**src/rtl/uart_fifo_pkg.sv**
```systemverilog
// Shared constants and helpers for the UART data-path FIFOs.
package uart_fifo_pkg;

  // Default geometry used by the UART TX/RX FIFO instances
  localparam int DEF_DATA_WIDTH = 8;
  localparam int DEF_FIFO_DEPTH = 16;

  // Read-mode selectors for the FWFT parameter
  localparam int FWFT_OFF = 0;
  localparam int FWFT_ON  = 1;

  // Pointer width including the wrap bit: index bits plus one MSB
  function automatic int ptr_width(input int depth);
    return $clog2(depth) + 1;
  endfunction

endpackage

```
**src/rtl/fifo_dpram.sv**
```systemverilog
// Storage array for sync_fifo_ctrl: one synchronous write port and one read
// port. The read port is combinational in FWFT mode and registered otherwise.
// The array itself is never reset; only the registered read word is.
module fifo_dpram
  import uart_fifo_pkg::*;
#(
  parameter int DATA_WIDTH = DEF_DATA_WIDTH,
  parameter int ADDR_W     = 4,
  parameter int FWFT       = FWFT_OFF
) (
  input  logic                  clk,
  input  logic                  reset,
  input  logic                  rd_clr,
  input  logic                  wr_en,
  input  logic [ADDR_W-1:0]     wr_addr,
  input  logic [DATA_WIDTH-1:0] wr_data,
  input  logic                  rd_en,
  input  logic [ADDR_W-1:0]     rd_addr,
  output logic [DATA_WIDTH-1:0] rd_data
);

  localparam int DEPTH = 1 << ADDR_W;

  logic [DATA_WIDTH-1:0] mem [DEPTH];

  // Synchronous write into the array
  always_ff @(posedge clk) begin
    if (wr_en) begin
      mem[wr_addr] <= wr_data;
    end
  end

  generate
    if (FWFT == FWFT_ON) begin : g_fwft
      // Head entry is visible as soon as the read address points at it
      logic unused_ctrl;
      assign unused_ctrl = ^{reset, rd_clr, rd_en};
      assign rd_data     = mem[rd_addr];
    end else begin : g_reg
      logic [DATA_WIDTH-1:0] rd_q;
      // Registered read: load the head on an accepted pop, hold otherwise
      always_ff @(posedge clk or posedge reset) begin
        if (reset) begin
          rd_q <= '0;
        end else if (rd_clr) begin
          rd_q <= '0;
        end else if (rd_en) begin
          rd_q <= mem[rd_addr];
        end
      end
      assign rd_data = rd_q;
    end
  endgenerate

endmodule

```
**src/rtl/sync_fifo_ctrl.sv**
```systemverilog
// Single-clock FIFO controller for the UART TX/RX paths. Wrap-bit pointers
// give full-depth use; level, threshold flags and sticky error flags are all
// decoded from registered state so no input reaches a flag combinationally.
module sync_fifo_ctrl
  import uart_fifo_pkg::*;
#(
  parameter int DATA_WIDTH = DEF_DATA_WIDTH,
  parameter int FIFO_DEPTH = DEF_FIFO_DEPTH,
  parameter int AF_THRESH  = 12,
  parameter int AE_THRESH  = 2,
  parameter int FWFT       = FWFT_OFF
) (
  input  logic                         clk,
  input  logic                         reset,
  input  logic                         flush,
  input  logic                         write_enable,
  input  logic [DATA_WIDTH-1:0]        write_data,
  input  logic                         read_enable,
  output logic [DATA_WIDTH-1:0]        read_data,
  output logic                         full,
  output logic                         empty,
  output logic                         almost_full,
  output logic                         almost_empty,
  output logic [$clog2(FIFO_DEPTH):0]  level,
  output logic                         overflow,
  output logic                         underflow
);

  localparam int PW    = ptr_width(FIFO_DEPTH);
  localparam int PTR_W = PW - 1;

  localparam logic [PTR_W:0] AF_LVL = PW'(AF_THRESH);
  localparam logic [PTR_W:0] AE_LVL = PW'(AE_THRESH);

  logic [PTR_W:0]          wr_ptr;
  logic [PTR_W:0]          rd_ptr;
  logic                    push_ok;
  logic                    pop_ok;
  logic [DATA_WIDTH-1:0]   ram_rdata;

  // Flags come straight from the registered pointers and level
  assign empty        = (wr_ptr == rd_ptr);
  assign full         = (wr_ptr[PTR_W] != rd_ptr[PTR_W]) &&
                        (wr_ptr[PTR_W-1:0] == rd_ptr[PTR_W-1:0]);
  assign almost_full  = (level >= AF_LVL);
  assign almost_empty = (level <= AE_LVL);

  // A request is only taken when the registered flag allows it
  assign push_ok = write_enable & ~full;
  assign pop_ok  = read_enable & ~empty;

  // Pointers, level and sticky errors; flush outranks push/pop
  always_ff @(posedge clk or posedge reset) begin
    if (reset) begin
      wr_ptr    <= '0;
      rd_ptr    <= '0;
      level     <= '0;
      overflow  <= 1'b0;
      underflow <= 1'b0;
    end else if (flush) begin
      wr_ptr    <= '0;
      rd_ptr    <= '0;
      level     <= '0;
      overflow  <= 1'b0;
      underflow <= 1'b0;
    end else begin
      if (push_ok) begin
        wr_ptr <= wr_ptr + 1'b1;
      end
      if (pop_ok) begin
        rd_ptr <= rd_ptr + 1'b1;
      end
      if (push_ok && !pop_ok) begin
        level <= level + 1'b1;
      end else if (pop_ok && !push_ok) begin
        level <= level - 1'b1;
      end
      if (write_enable && full) begin
        overflow <= 1'b1;
      end
      if (read_enable && empty) begin
        underflow <= 1'b1;
      end
    end
  end

  fifo_dpram #(
    .DATA_WIDTH (DATA_WIDTH),
    .ADDR_W     (PTR_W),
    .FWFT       (FWFT)
  ) u_ram (
    .clk     (clk),
    .reset   (reset),
    .rd_clr  (flush),
    .wr_en   (push_ok & ~flush),
    .wr_addr (wr_ptr[PTR_W-1:0]),
    .wr_data (write_data),
    .rd_en   (pop_ok & ~flush),
    .rd_addr (rd_ptr[PTR_W-1:0]),
    .rd_data (ram_rdata)
  );

  // In FWFT mode the stale array word is masked while nothing is held
  assign read_data = (FWFT == FWFT_ON && empty) ? '0 : ram_rdata;

endmodule

```
**config.mk**
```make
export PLATFORM = sky130hd
export DESIGN_NAME = sync_fifo_ctrl
export DESIGN_NICKNAME = d
export VERILOG_FILES = /design/src/rtl/uart_fifo_pkg.sv /design/src/rtl/fifo_dpram.sv /design/src/rtl/sync_fifo_ctrl.sv
export SDC_FILE = /design/constraint.sdc
export NUM_CORES = 1
export LEC_CHECK = 0
export CAP_MARGIN = 20
export CORE_MARGIN = 3
export CORE_UTILIZATION = 47
export DETAILED_ROUTE_END_ITERATION = 6
export HOLD_SLACK_MARGIN = 0.12
export MAX_ROUTING_LAYER = met4
export PLACE_DENSITY = 0.71
export RECOVER_POWER = 100
export SKIP_CTS_REPAIR_TIMING = 1
export SLEW_MARGIN = 20
export SYNTH_ARGS = -nofsm -noshare
export SYNTH_HDL_FRONTEND = slang
export SYNTH_HIERARCHICAL = 1
export SYNTH_SLANG_ARGS = --single-unit
```
**constraint.sdc**
```tcl
create_clock -name clk -period 3.1 [get_ports clk]
set_input_delay 0.465 -clock clk [delete_from_list [all_inputs] [get_ports clk]]
set_output_delay 0.465 -clock clk [all_outputs]
set_load 0.1 [all_outputs]
```
[Word-level counts from Yosys, hierarchy flattened]
Memories as Yosys holds them, arrays and structs flattened.
Index checks and enable logic that the tools add are counted.
Word-level totals
  output and inout bits: 19
  memory bits (writable): 128
  register bits: 25
  memories kept: 1
  input port bits: 13
Memories
  u_ram.mem: words 16, bits a word 8, read ports 1, clocked after memory_dff 0, write ports 1, RTL line fifo_dpram.sv:24  | logic [DATA_WIDTH-1:0] mem [DEPTH];
Operators by class
  bitwise gates (word level): 7
  order comparisons: 2
  $add $sub $neg: 4
  muxes and demuxes: 15
  eq/ne operators: 3
  reductions and logical operators: 13
Operators by type and width (number)
  5-bit 2-to-1 mux: 7
  8-bit 2-to-1 mux: 2
  5-bit by 1-bit adder with 5-bit output, second input constant: 3
  2-bit nonzero test: 5
  1-bit 2-to-1 mux: 6
  5-bit == test: 1
  5-bit by 4-bit greater-or-equal comparator with 1-bit output, second input constant: 1
  5-bit by 2-bit less-or-equal comparator with 1-bit output, second input constant: 1
  1-bit logical AND: 5
  5-bit by 1-bit subtractor with 5-bit output, second input constant: 1
  1-bit AND: 4
  4-bit == test: 1
  1-bit inverter: 3
  3-bit nonzero test: 1
  1-bit zero test: 2
  1-bit != test: 1

[Longest topological paths before layout]
  word-level depth: 9
  gate-level depth with buffers: 11
  gate-level depth less buffers: 10

[Cells and area by module]
Netlist, hierarchy kept.
By module, submodules not included
  fifo_dpram: seq. area each 4043.9 um^2, area each 5377.7 um^2, instances 1, cells an instance 323
  sync_fifo_ctrl: seq. area each 425.4 um^2, area each 1113.6 um^2, instances 1, cells an instance 114

[Least setup slack after synthesis]
No wires, ideal clock.
  path kind: register to output
  from: register level[1]
  to: output almost_empty
  path slack: -3002 ps
  arrival: 5637 ps
  required time: 2635 ps
  stages on the path, launching flop included: 2
  path through: dfrtp_1 a2111oi_0
Between the ends
  longest elaborated chain between the ends: 1
RTL lines
  start, declared: RTL line sync_fifo_ctrl.sv:24  | output logic [$clog2(FIFO_DEPTH):0] level,
  start signal, assigned: RTL line sync_fifo_ctrl.sv:74  | level <= level + 1'b1;
  start signal, assigned: RTL line sync_fifo_ctrl.sv:76  | level <= level - 1'b1;
  5-bit by 2-bit less-or-equal comparator with 1-bit output: RTL line sync_fifo_ctrl.sv:46  | assign almost_empty = (level <= AE_LVL);
  end, declared: RTL line sync_fifo_ctrl.sv:23  | output logic almost_empty,
Every way passes these cells.

[Final worst setup path]
  from: register wr_ptr[2]
  to: memory u_ram/mem[2][7] (netlist bit) (enable)
Between the ends
  longest elaborated chain between the ends: 7
RTL lines
  start, declared: RTL line sync_fifo_ctrl.sv:35  | logic [PTR_W:0] wr_ptr;
  start signal, assigned: RTL line sync_fifo_ctrl.sv:68  | wr_ptr <= wr_ptr + 1'b1;
  4-bit == test: RTL line sync_fifo_ctrl.sv:44  | (wr_ptr[PTR_W-1:0] == rd_ptr[PTR_W-1:0]);
  1-bit logical AND: RTL line sync_fifo_ctrl.sv:43  | assign full = (wr_ptr[PTR_W] != rd_ptr[PTR_W]) &&
  1-bit inverter: RTL line sync_fifo_ctrl.sv:49  | assign push_ok = write_enable & ~full;
  1-bit AND: RTL line sync_fifo_ctrl.sv:49
  1-bit AND: RTL line sync_fifo_ctrl.sv:95  | .wr_en (push_ok & ~flush),
  1-bit 2-to-1 mux: RTL line fifo_dpram.sv:28  | if (wr_en) begin
  1-bit 2-to-1 mux (implied by the code): RTL line fifo_dpram.sv:29  | mem[wr_addr] <= wr_data;
  end, declared: RTL line fifo_dpram.sv:24
Parallel ways exist; a longest one is shown, timed or not.

==> results.ini <==
[outcome]
outcome = complete, no violations

[job]
maxCapViolCount = 0

[place]
port_buffers = 31
routabilityCongestion = 0.8363
hpwl_um = 8631

[route]
dr_total_vias = 3795
firstDrtPassIters = 4
post_drt_wl_per_cell_um = 19.82
antenna_left = 0
drc_errors = 0
drt_wl_total_um = 13620
vias_per_cell = 5.524
initialDrtViolationCount = 341

[sta]
slew_headroom_pct = 22.09
setup_violations = 0
fin_setup_tns_ns = 0
rsz0062_at_grt = no
finalCriticalPeriod_ns = 2.948
hold_slack_ns = 0.4871
finalCritPeriodShare_pct = 95.09
slew_viol_final = 0
hold_violations = 0
tightest_slew_ns = 1.174
fmax_mhz = 339.2
finClkSkew_ns = 0.01279

[layout]
num-fill-cells = 1108
finalNetCount = 518
area_growth_pct = 16.87
layout-drive-gt1-share_pct = 10.96
antenna_cells = 0

[yosys]
ys_top_cells_by_area = edfxtp_1 (59%), mux2i_1 (11%), dfrtp_1 (9.6%)
synth.avg_cell_area_um2 = 14.85
yosysWarningCount = 6
synth.top_cell.area_share_pct = 59.21
synth-async-reset-ratio_pct = 16.34
synthesis.area_um2 = 6491
syn_inst = 437
synth-seq-cells = 153
ys_types = 42
synth_most_common_cell = edfxtp_1
synth_nets = 457
synth_flop_cell = edfxtp_1
synth_commonest_cells = edfxtp_1 (128), mux2i_1 (69), nor2_1 (33)
synth-edff-count = 128
synth-seq-area-share_pct = 68.85
yosysTopAreaCell = edfxtp_1

[die]
rows = 42
start_util_pct = 48.44
core_um2 = 13400
die_w_um = 123.5
die_h_um = 123.5
die_area_um2 = 15260
ios = 32

[critical_path]
crit_fanout = 8
reg2reg_slack_ns = 0.15
cp-end-kind = register
r2r_cells = 8
crit_buf_inv = 2
reg2reg_from = wr_ptr[2]
path_class = register to register
slowest_stage = or3b_2
critPathLaunchType = register
critical-path-top-delay-family = simple AND/OR/NAND/NOR gates
path_cells = xnor2_2, nand4_1, clkbuf_1, o21ai_0, nor2_1, or3b_2, nor2_1, clkbuf_1
crit_arrival_ns = 3.01
critPathMaxStageDelay_ns = 0.53
required_ns = 3.17
r2r_end = u_ram/mem[2][7]

[power]
leakage_uw = 0.002647
power_density_nw_per_um2 = 777.3
max-vdd-ir-drop_mv = 0.7570

[grt]
grt_pass1_wl_um = 21200
track_usage_pct = 19.66
overflow = 0
antenna_found_initial = 0
grt_pass1_vias = 3823
grt_max_degree = 68

[clock_tree]
tritoncts.num_buffers = 17
clock_latency_ns = 0.43
cts_max_level = 4
clockBufferDepth = 2
cts.sinks = 153
cts_tree = built
cts-root-buf = clkbuf_16
path_clk_slew_ns = 0.06

[hold_path]
hold_end = u_ram/rd_data[2]
worstHoldPathType = register to register
hold_depth = 2
min_from = u_ram/rd_data[2]

per-layer routing:
metal  vias to the layer above  GRT usage, %  wire length (um)
li1                       1772             -                 -
met1                      1911         24.87              5955
met2                        98         31.60              6747
met3                        14         4.300               730
met4                         0         6.851               182
met5                         -             -                 0
where the power goes:
| group | total, uW | switching (uW) | internal (uW) |
|---|---|---|---|
| combinational | 1370 | 971 | 394 |
| clock | 2160 | 797 | 1360 |
| sequential | 2370 | 77.9 | 2290 |
cell families (layout without fill, tap and decap cells):
kind of cell	Yosys count	after routing	synth area share (%)
AO/OA/AOI/OAI	53	53	5.320
XOR/XNOR	16	16	2.159
adder cells (fa/ha/maj)	7	7	1.465
buffers and inverters	22	96	2.486
flip-flops	153	153	68.85
multiplexers	72	72	11.39
AND/OR/NAND/NOR	114	114	8.327
placed cells by master, fill, tap and decap left out, drive strengths merged, types with 3 or more instances in the layout:
| cell type | n |
|---|---|
| mux2i | 70 |
| a21oi | 21 |
| clkdlybuf4s50 | 3 |
| nand3b | 3 |
| clkinvlp | 4 |
| edfxtp | 128 |
| clkbuf | 57 |
| a22oi | 19 |
| buf | 12 |
| dlygate4sd3 | 9 |
| clkinv | 4 |
| xnor2 | 11 |
| nand3 | 26 |
| o21ai | 4 |
| dfrtp | 25 |
| nand2 | 26 |
| nor2 | 34 |
| nor3 | 4 |
| xor2 | 5 |
| nor2b | 6 |
| bufinv | 4 |
| nand4 | 5 |
| ha | 6 |
| inv | 3 |
| nand2b | 5 |
registers in the layout, indices dropped and copies added, names as in the netlist:
name / cells
u_ram/mem: 128
u_ram/rd_data: 8
level: 5
rd_ptr: 5
wr_ptr: 5
overflow: 1
underflow: 1
worst register-to-register path: cells and delay by family, from the launching register on:
kind | cells | cell delay (ns)
DFF | 1 | 0.48
buffers and inverters | 2 | 0.66
xor gates and xnor gates | 1 | 0.19
and+or+nand+nor | 4 | 1.02
AOI/OAI and AO/OA | 1 | 0.23
metrics by stage:
stage               instances  power [uW]  area (um2)  util, %  worst slack (ns)
floorplan                 437        3566        6510        -            0.3286
global placement          654        3821        7064    52.72            0.2698
detailed placement        654        3842        7064    52.72            0.2159
CTS                       686        5983        7685    57.35            0.1916
global route              687        6105        7586    56.61           0.01067
finish                    687        5897        7586    56.61            0.1522
layout make-up:
type,instances,area [um2],share of cell area [%]
Sequential cell,153,4473,58.96
Multi-Input combinational cell,262,1886,24.86
Clock buffer,20,446.7,5.888
Timing Repair Buffer,61,375.4,4.948
Tap cell,176,220.2,2.903
Clock inverter,12,173.9,2.293
Inverter,3,11.26,0.1484
worst max path at each step:
stage / start / end / depth (start not counted)
6_report: wr_ptr[2] / u_ram/mem[2][7] / 8
3_3_place_gp: write_enable / level[4] / 8
2_1_floorplan: wr_ptr[1] / level[4] / 11
5_1_grt: rd_ptr[3] / level[4] / 10
3_5_place_dp: write_enable / level[4] / 8
4_1_cts: wr_ptr[2] / level[4] / 10
Power figures use the tool's default switching activity.
